===== src/rtl/axi_lite_pkg.sv =====
// Shared AXI4-Lite definitions for the flash reader: response codes, reader states, bus widths.
// Latency: n/a (types and constants only).
// Backpressure: n/a.
package axi_lite_pkg;

  localparam int AXI_ADDR_SIZE = 24;
  localparam int AXI_DATA_SIZE = 32;

  typedef enum logic [1:0] {
    RESP_OKAY   = 2'b00,
    RESP_EXOKAY = 2'b01,
    RESP_SLVERR = 2'b10,
    RESP_DECERR = 2'b11
  } resp_e;

  typedef enum logic [2:0] {
    ST_IDLE,
    ST_ADDR,
    ST_DATA,
    ST_GAP,
    ST_WAIT_STEP
  } rd_state_e;

  // Bits needed to hold max_val (never less than 1).
  function automatic int cnt_width(input int unsigned max_val);
    int w;
    w = 1;
    for (int i = 1; i < 32; i++) begin
      if ((max_val >> i) != 0) w = i + 1;
    end
    return w;
  endfunction

endpackage


===== src/rtl/axi_lite_flash_reader_if.sv =====
// AXI4-Lite read-only channel bundle (AR + R) between the flash reader and the flash slave.
// Latency: n/a (wires only).
// Backpressure: standard valid/ready on AR and R.
interface axi_lite_flash_reader_if #(
  parameter int ADDR_SIZE = axi_lite_pkg::AXI_ADDR_SIZE,
  parameter int DATA_SIZE = axi_lite_pkg::AXI_DATA_SIZE
);
  logic [ADDR_SIZE-1:0] araddr;
  logic                 arvalid;
  logic [2:0]           arprot;
  logic                 arready;
  logic [DATA_SIZE-1:0] rdata;
  logic [1:0]           rresp;
  logic                 rvalid;
  logic                 rready;

  modport master (
    output araddr, arvalid, arprot, rready,
    input  arready, rdata, rresp, rvalid
  );

  modport slave (
    input  araddr, arvalid, arprot, rready,
    output arready, rdata, rresp, rvalid
  );
endinterface


===== src/rtl/gap_timer.sv =====
// Loadable down-counter that flags when it has reached zero; paces reads in auto mode.
// Latency: expired_o rises load_val_i enabled cycles after load_i.
// Backpressure: none; counting pauses while en_i is low.
module gap_timer #(
  parameter int W = 4
) (
  input  logic         clk,
  input  logic         rst_n,
  input  logic         load_i,
  input  logic [W-1:0] load_val_i,
  input  logic         en_i,
  output logic         expired_o
);

  logic [W-1:0] cnt_q;

  // Load has priority; otherwise count down and park at zero.
  always_ff @(posedge clk or negedge rst_n) begin
    if (!rst_n) begin
      cnt_q <= '0;
    end else if (load_i) begin
      cnt_q <= load_val_i;
    end else if (en_i && (cnt_q != '0)) begin
      cnt_q <= cnt_q - 1'b1;
    end
  end

  assign expired_o = (cnt_q == '0);

endmodule


===== src/rtl/axi_lite_flash_reader.sv =====
// AXI4-Lite read master: runs num_words sequential single-beat reads, holds the latest word.
// Latency: arvalid 1 cycle after start; 2 + GAP_CYCLES cycles per read with a zero-wait slave.
// Backpressure: arvalid/araddr held until arready; rready only in DATA, waits on rvalid.
module axi_lite_flash_reader
  import axi_lite_pkg::*;
#(
  parameter int ADDR_SIZE  = AXI_ADDR_SIZE,
  parameter int DATA_SIZE  = AXI_DATA_SIZE,
  parameter int ADDR_STEP  = 4,
  parameter int GAP_CYCLES = 16,
  parameter int CNT_W      = 16
) (
  input  logic                 ACLK,
  input  logic                 ARESETn,
  input  logic                 start,
  input  logic                 abort,
  input  logic                 auto_mode,
  input  logic                 step,
  input  logic [ADDR_SIZE-1:0] base_addr,
  input  logic [CNT_W-1:0]     num_words,
  axi_lite_flash_reader_if.master m_axi,
  output logic [DATA_SIZE-1:0] data_out,
  output logic [ADDR_SIZE-1:0] data_addr,
  output logic                 data_valid,
  output logic [CNT_W-1:0]     words_left,
  output logic                 busy,
  output logic                 done,
  output logic                 err
);

  localparam int GAP_W = cnt_width(GAP_CYCLES);
  localparam logic [GAP_W-1:0] GAP_LOAD = GAP_W'((GAP_CYCLES > 0) ? GAP_CYCLES - 1 : 0);

  rd_state_e            state_q, state_d;
  logic [ADDR_SIZE-1:0] cur_addr_q, cur_addr_d;
  logic [CNT_W-1:0]     words_left_q, words_left_d;
  logic [DATA_SIZE-1:0] data_out_q, data_out_d;
  logic [ADDR_SIZE-1:0] data_addr_q, data_addr_d;
  logic                 data_valid_q, data_valid_d;
  logic                 done_q, done_d;
  logic                 err_q, err_d;
  logic                 gap_load;
  logic                 gap_expired;

  gap_timer #(.W(GAP_W)) u_gap_timer (
    .clk        (ACLK),
    .rst_n      (ARESETn),
    .load_i     (gap_load),
    .load_val_i (GAP_LOAD),
    .en_i       (state_q == ST_GAP),
    .expired_o  (gap_expired)
  );

  // Next-state and datapath updates; exits from DATA are taken only on the R handshake.
  always_comb begin
    state_d      = state_q;
    cur_addr_d   = cur_addr_q;
    words_left_d = words_left_q;
    data_out_d   = data_out_q;
    data_addr_d  = data_addr_q;
    data_valid_d = 1'b0;
    done_d       = done_q;
    err_d        = err_q;
    gap_load     = 1'b0;
    case (state_q)
      ST_IDLE: begin
        if (start) begin
          cur_addr_d   = base_addr;
          words_left_d = num_words;
          err_d        = 1'b0;
          // An empty run completes immediately without touching the bus.
          done_d       = (num_words == '0);
          if (num_words != '0) state_d = ST_ADDR;
        end
      end
      ST_ADDR: begin
        // abort is deliberately ignored here: a presented address is never withdrawn.
        if (m_axi.arready) state_d = ST_DATA;
      end
      ST_DATA: begin
        if (m_axi.rvalid) begin
          data_out_d   = m_axi.rdata;
          data_addr_d  = cur_addr_q;
          data_valid_d = 1'b1;
          words_left_d = words_left_q - 1'b1;
          cur_addr_d   = cur_addr_q + ADDR_SIZE'(ADDR_STEP);
          if (m_axi.rresp != RESP_OKAY) begin
            err_d   = 1'b1;
            state_d = ST_IDLE;
          end else if (words_left_q == CNT_W'(1)) begin
            done_d  = 1'b1;
            state_d = ST_IDLE;
          end else if (abort) begin
            state_d = ST_IDLE;
          end else if (auto_mode) begin
            if (GAP_CYCLES == 0) begin
              state_d = ST_ADDR;
            end else begin
              gap_load = 1'b1;
              state_d  = ST_GAP;
            end
          end else begin
            state_d = ST_WAIT_STEP;
          end
        end
      end
      ST_GAP: begin
        if (abort)            state_d = ST_IDLE;
        else if (gap_expired) state_d = ST_ADDR;
      end
      ST_WAIT_STEP: begin
        if (abort)                  state_d = ST_IDLE;
        else if (step || auto_mode) state_d = ST_ADDR;
      end
      default: state_d = ST_IDLE;
    endcase
  end

  // State and datapath registers.
  always_ff @(posedge ACLK or negedge ARESETn) begin
    if (!ARESETn) begin
      state_q      <= ST_IDLE;
      cur_addr_q   <= '0;
      words_left_q <= '0;
      data_out_q   <= '0;
      data_addr_q  <= '0;
      data_valid_q <= 1'b0;
      done_q       <= 1'b0;
      err_q        <= 1'b0;
    end else begin
      state_q      <= state_d;
      cur_addr_q   <= cur_addr_d;
      words_left_q <= words_left_d;
      data_out_q   <= data_out_d;
      data_addr_q  <= data_addr_d;
      data_valid_q <= data_valid_d;
      done_q       <= done_d;
      err_q        <= err_d;
    end
  end

  // Bus controls decode straight from state so reset drops them without waiting for a clock.
  assign m_axi.araddr  = cur_addr_q;
  assign m_axi.arvalid = (state_q == ST_ADDR);
  assign m_axi.arprot  = 3'b000;
  assign m_axi.rready  = (state_q == ST_DATA);

  assign data_out   = data_out_q;
  assign data_addr  = data_addr_q;
  assign data_valid = data_valid_q;
  assign words_left = words_left_q;
  assign busy       = (state_q != ST_IDLE);
  assign done       = done_q;
  assign err        = err_q;

endmodule


===== src/flat_wrapper.sv =====
// flat-port wrapper written by rule: the top's interface ports become plain ports
module axi_lite_flash_reader_flat import axi_lite_pkg::*;
#(
  parameter int ADDR_SIZE  = AXI_ADDR_SIZE,
  parameter int DATA_SIZE  = AXI_DATA_SIZE,
  parameter int ADDR_STEP  = 4,
  parameter int GAP_CYCLES = 16,
  parameter int CNT_W      = 16
)
  (ACLK, ARESETn, start, abort, auto_mode, step, base_addr, num_words, data_out, data_addr, data_valid, words_left, busy, done, err, m_axi_araddr, m_axi_arvalid, m_axi_arprot, m_axi_rready, m_axi_arready, m_axi_rdata, m_axi_rresp, m_axi_rvalid);
  axi_lite_flash_reader_if #(.ADDR_SIZE(ADDR_SIZE), .DATA_SIZE(DATA_SIZE)) m_axi_i ();
  input  logic ACLK;
  input  logic ARESETn;
  input  logic start;
  input  logic abort;
  input  logic auto_mode;
  input  logic step;
  input  logic [ADDR_SIZE-1:0] base_addr;
  input  logic [CNT_W-1:0] num_words;
  output logic [DATA_SIZE-1:0] data_out;
  output logic [ADDR_SIZE-1:0] data_addr;
  output logic data_valid;
  output logic [CNT_W-1:0] words_left;
  output logic busy;
  output logic done;
  output logic err;
  output wire logic [$bits(m_axi_i.araddr)-1:0] m_axi_araddr;
  output wire logic [$bits(m_axi_i.arvalid)-1:0] m_axi_arvalid;
  output wire logic [$bits(m_axi_i.arprot)-1:0] m_axi_arprot;
  output wire logic [$bits(m_axi_i.rready)-1:0] m_axi_rready;
  input wire logic [$bits(m_axi_i.arready)-1:0] m_axi_arready;
  input wire logic [$bits(m_axi_i.rdata)-1:0] m_axi_rdata;
  input wire logic [$bits(m_axi_i.rresp)-1:0] m_axi_rresp;
  input wire logic [$bits(m_axi_i.rvalid)-1:0] m_axi_rvalid;
  assign m_axi_araddr = m_axi_i.araddr;
  assign m_axi_arvalid = m_axi_i.arvalid;
  assign m_axi_arprot = m_axi_i.arprot;
  assign m_axi_rready = m_axi_i.rready;
  assign m_axi_i.arready = m_axi_arready;
  assign m_axi_i.rdata = m_axi_rdata;
  assign m_axi_i.rresp = m_axi_rresp;
  assign m_axi_i.rvalid = m_axi_rvalid;
  axi_lite_flash_reader #(.ADDR_SIZE(ADDR_SIZE), .DATA_SIZE(DATA_SIZE), .ADDR_STEP(ADDR_STEP), .GAP_CYCLES(GAP_CYCLES), .CNT_W(CNT_W)) u_core (.ACLK(ACLK), .ARESETn(ARESETn), .start(start), .abort(abort), .auto_mode(auto_mode), .step(step), .base_addr(base_addr), .num_words(num_words), .m_axi(m_axi_i), .data_out(data_out), .data_addr(data_addr), .data_valid(data_valid), .words_left(words_left), .busy(busy), .done(done), .err(err));
endmodule

===== config.mk =====
export PLATFORM = sky130hd
export DESIGN_NAME = axi_lite_flash_reader_flat
export DESIGN_NICKNAME = d
export VERILOG_FILES = /design/src/rtl/axi_lite_pkg.sv /design/src/rtl/axi_lite_flash_reader_if.sv /design/src/rtl/gap_timer.sv /design/src/rtl/axi_lite_flash_reader.sv /design/src/flat_wrapper.sv
export SDC_FILE = /design/constraint.sdc
export NUM_CORES = 1
export LEC_CHECK = 0
export ABC_CLOCK_PERIOD_IN_PS = 4250
export BUFFER_PORTS_ARGS = -buffer_cell sky130_fd_sc_hd__buf_2
export CAP_MARGIN = 20
export CORE_ASPECT_RATIO = 0.5
export CORE_UTILIZATION = 56
export CTS_BUF_LIST = sky130_fd_sc_hd__clkbuf_8
export CTS_CLUSTER_SIZE = 8
export DETAILED_ROUTE_END_ITERATION = 8
export HOLD_SLACK_MARGIN = 0.1
export PLACE_DENSITY = 0.86
export SKIP_CTS_REPAIR_TIMING = 1
export SYNTH_ARGS = -nofsm -noshare
export SYNTH_HDL_FRONTEND = slang
export SYNTH_SLANG_ARGS = --single-unit

===== constraint.sdc =====
create_clock -name ACLK -period 4.25 [get_ports ACLK]
set_input_delay 0.425 -clock ACLK [delete_from_list [all_inputs] [get_ports ACLK]]
set_output_delay 0.425 -clock ACLK [all_outputs]
set_load 0.01 [all_outputs]

==> impl_metrics.py <==
metrics = {
    "status": {
        "status": "finished, final reports clean",
    },
    "die": {
        "fp.dieH_um": 71.17,
        "die_area_sq_um": 9988,
        "core_sq_um": 8979,
        "dieWidth_um": 140.3,
        "num_rows": 24,
        "ioPinCount": 187,
        "start_util_pct": 59.69,
    },
    "setup_path": {
        "critPathCaptureType": "output port",
        "crit_start": "u_core.state_q[1]$_DFFE_PN0P_",
        "r2r_cells": 5,
        "criticalPathCategory": "register to output port",
        "reg2reg_slack_ns": 1.67,
        "crit_path_end": "m_axi_rready",
        "cp_max_fo": 57,
        "arrival_ns": 2.51,
        "timing.rr.start": "u_core.state_q[1]$_DFFE_PN0P_",
        "cp-start-kind": "register",
        "regToRegEndpoint": "u_core.m_axi.araddr[20]$_DFFE_PN0P_",
        "required_ns": 3.83,
    },
    "timing": {
        "final-hold-violation-count": 0,
        "hold_ws_ns": 0.1938,
        "tightest_slew_ns": 1.161,
        "drv_slew": 0,
        "setup-violations-final": 0,
        "rsz0062_at_grt": "false",
        "max_freq_ghz": 0.3412,
        "fin_tns_setup_ns": 0,
        "skew_ns": 0.01360,
        "setup_ws_ns": 1.319,
        "min_period_over_period_pct": 68.96,
        "slew_headroom_pct": 21.88,
        "min_period_ns": 2.931,
    },
    "synth": {
        "synth_ff_type": "dfrtp_1",
        "yosysUniqueCellTypes": 64,
        "avgSynthCellArea_sq_um": 10.47,
        "synthesis.instances": 512,
        "synth_top_area_share_pct": 49.96,
        "yosys_register_bits": 107,
        "post-synth-top-area-cell": "dfrtp_1",
        "synth_edf_count": 0,
        "synth_area_leaders": "dfrtp_1 (50%), mux2_2 (11%), o21ai_0 (3.0%), nand2_1 (2.5%), a21oi_1 (2.3%)",
        "synth_area_sq_um": 5359,
        "yosys_warnings": 0,
        "ys_async_sr_fraction_pct": 100.0,
        "seq_area_frac_synth_pct": 49.96,
    },
    "min_path": {
        "hold_path.class": "primary input to asynchronous set/reset pin",
    },
    "power": {
        "p_int_mw": 2.859,
        "swShare_pct": 42.66,
        "power.leakage_nw": 2.957,
        "comb_power_share_pct": 46.7,
        "p_clk_share_pct": 12.9,
        "seq_power_share_pct": 40.4,
        "power_mw": 4.987,
        "p_sw_mw": 2.127,
        "ir_worst_vdd_uv": 373.7,
        "p_per_area_nw_per_um2": 762.5,
    },
    "global_route": {
        "grt_pass1_wl_um": 22020,
        "grt_overflow": 0,
        "grt_max_degree": 75,
        "grt_usage_pct": 27.85,
        "grt_pass1_vias": 4486,
        "antenna_found_initial": 0,
    },
    "final_layout": {
        "instances_no_fill": 801,
        "finalNetCount": 766,
        "final_cell_mix": "buf_2 (182), dfrtp_1 (107), mux2_2 (52), nand2_1 (35), o21ai_0 (32)",
        "antenna_cells": 0,
        "syn2layout_area_growth_pct": 22.04,
        "final_util_pct": 72.84,
        "layout_commonest_cell": "buf_2",
        "drive_gt1_share_pct": 39.62,
        "stdcell_area_sq_um": 6540,
    },
    "routing": {
        "drc_errors": 0,
        "firstDrtPassIters": 4,
        "wl_um": 13570,
        "viasPerCell": 6.050,
        "drtAntennaViolNets": 0,
        "drt_iter0_drc": 374,
        "vias": 4846,
        "wire_per_inst_um": 16.94,
    },
    "clock_tree": {
        "htree_levels": 3,
        "cts_sinks": 107,
        "clock_latency_ns": 0.36,
        "path_clk_slew_ns": 0.10,
        "cts_tree": "yes",
        "cts_buffers": 9,
        "cts-root-buf": "clkbuf_8",
        "cts_buffer_depth": 2,
    },
    "placement": {
        "portBuffers": 183,
        "place_inst": 785,
        "place_area_sq_um": 6331,
        "pre_cts_slack_ns": 1.753,
        "dp_hpwl_um": 9680,
        "gp_congestion": 0.9053,
    },
    "run": {
        "maxCapViolCount": 0,
    },
}
[Yosys cell counts, drive strengths merged, types with 4 or more instances]
| cell type | instances |
|---|---|
| mux2 | 55 |
| o21ai | 34 |
| a311oi | 4 |
| nor2 | 22 |
| nand2 | 36 |
| a21oi | 25 |
| nand2b | 5 |
| a211oi | 7 |
| nand4 | 13 |
| or3 | 5 |
| a31oi | 6 |
| mux2i | 6 |
| buf | 21 |
| nor3 | 21 |
| inv | 10 |
| o22a | 4 |
| dfrtp | 107 |
| o22ai | 4 |
| nor4 | 16 |
| and3 | 7 |
| clkbuf | 15 |
| a22oi | 6 |
| nand3 | 22 |
| or4 | 7 |
| o211ai | 8 |
| ha | 5 |
| and2 | 7 |
[cells by family (layout without fill, tap and decap cells)]
family,count (synthesis),count (layout),share of synthesized area (%)
and+or+nand+nor,174,174,18.05
AOI/OAI and AO/OA,114,114,13.57
DFF,107,107,49.97
muxes,61,61,12.68
buffers and inverters,46,216,3.852
adders and majority gates,5,5,1.167
xor gates and xnor gates,4,4,0.6539
other,1,3,0.06998
[worst max-delay path, stage by stage (launching register included)]
cell     delay (ns)
dfrtp_1        0.64
or3b_1         0.39
buf_4          0.28
inv_2          0.11
buf_4          0.48
buf_2          0.23
[worst min path at each step]
stage          slack, ns                             from  depth (start not counted)                              end
3_3_place_gp        0.46  u_core.data_addr[8]$_DFFE_PN0P_                          2  u_core.data_addr[8]$_DFFE_PN0P_
2_1_floorplan       0.13                          ARESETn                          0  u_core.data_addr[0]$_DFFE_PN0P_
5_1_grt             0.25                          ARESETn                          1  u_core.data_addr[9]$_DFFE_PN0P_
6_report            0.19                          ARESETn                          1  u_core.data_addr[2]$_DFFE_PN0P_
3_5_place_dp        0.47  u_core.data_addr[8]$_DFFE_PN0P_                          2  u_core.data_addr[8]$_DFFE_PN0P_
4_1_cts             0.21                          ARESETn                          1  u_core.data_addr[6]$_DFFE_PN0P_
[sequential cells by signal, indices dropped and copies added, names as in the netlist]
name,count
u_core.u_gap_timer.cnt_q,5
u_core.data_valid,1
u_core.words_left,16
u_core.state_q,3
u_core.data_out,32
u_core.err,1
u_core.done,1
u_core.data_addr,24
u_core.m_axi.araddr,24
[per-layer routing]
metal / GRT usage [%] / up-vias / share of wire [%]
met2: 46.56 / 201 / 50
met3: 5.619 / 12 / 6.6
met4: 8.669 / 0 / 1.0
met5: 0 / - / 0
li1: - / 2254 / -
met1: 37.11 / 2379 / 42
[power by group through the flow]
stage / logic, mW / registers, mW / clock network, mW
global placement: 2.22 / 1.99 / 0
global route: 2.54 / 2.09 / 0.701
CTS: 2.33 / 2.01 / 0.658
floorplan: 1.31 / 2.13 / 0
detailed placement: 2.32 / 2.03 / 0
finish: 2.33 / 2.02 / 0.645
[layout make-up]
class / instances / area, sq um
repair buffers: 190 / 978.4
multi-input cells: 361 / 2491
clock buffers: 10 / 137.6
inverters: 10 / 37.54
well taps: 117 / 146.4
clock inverters: 6 / 71.32
fillers: 672 / 2439
flip-flops and latches: 107 / 2678
Power figures use the tool's default switching activity.
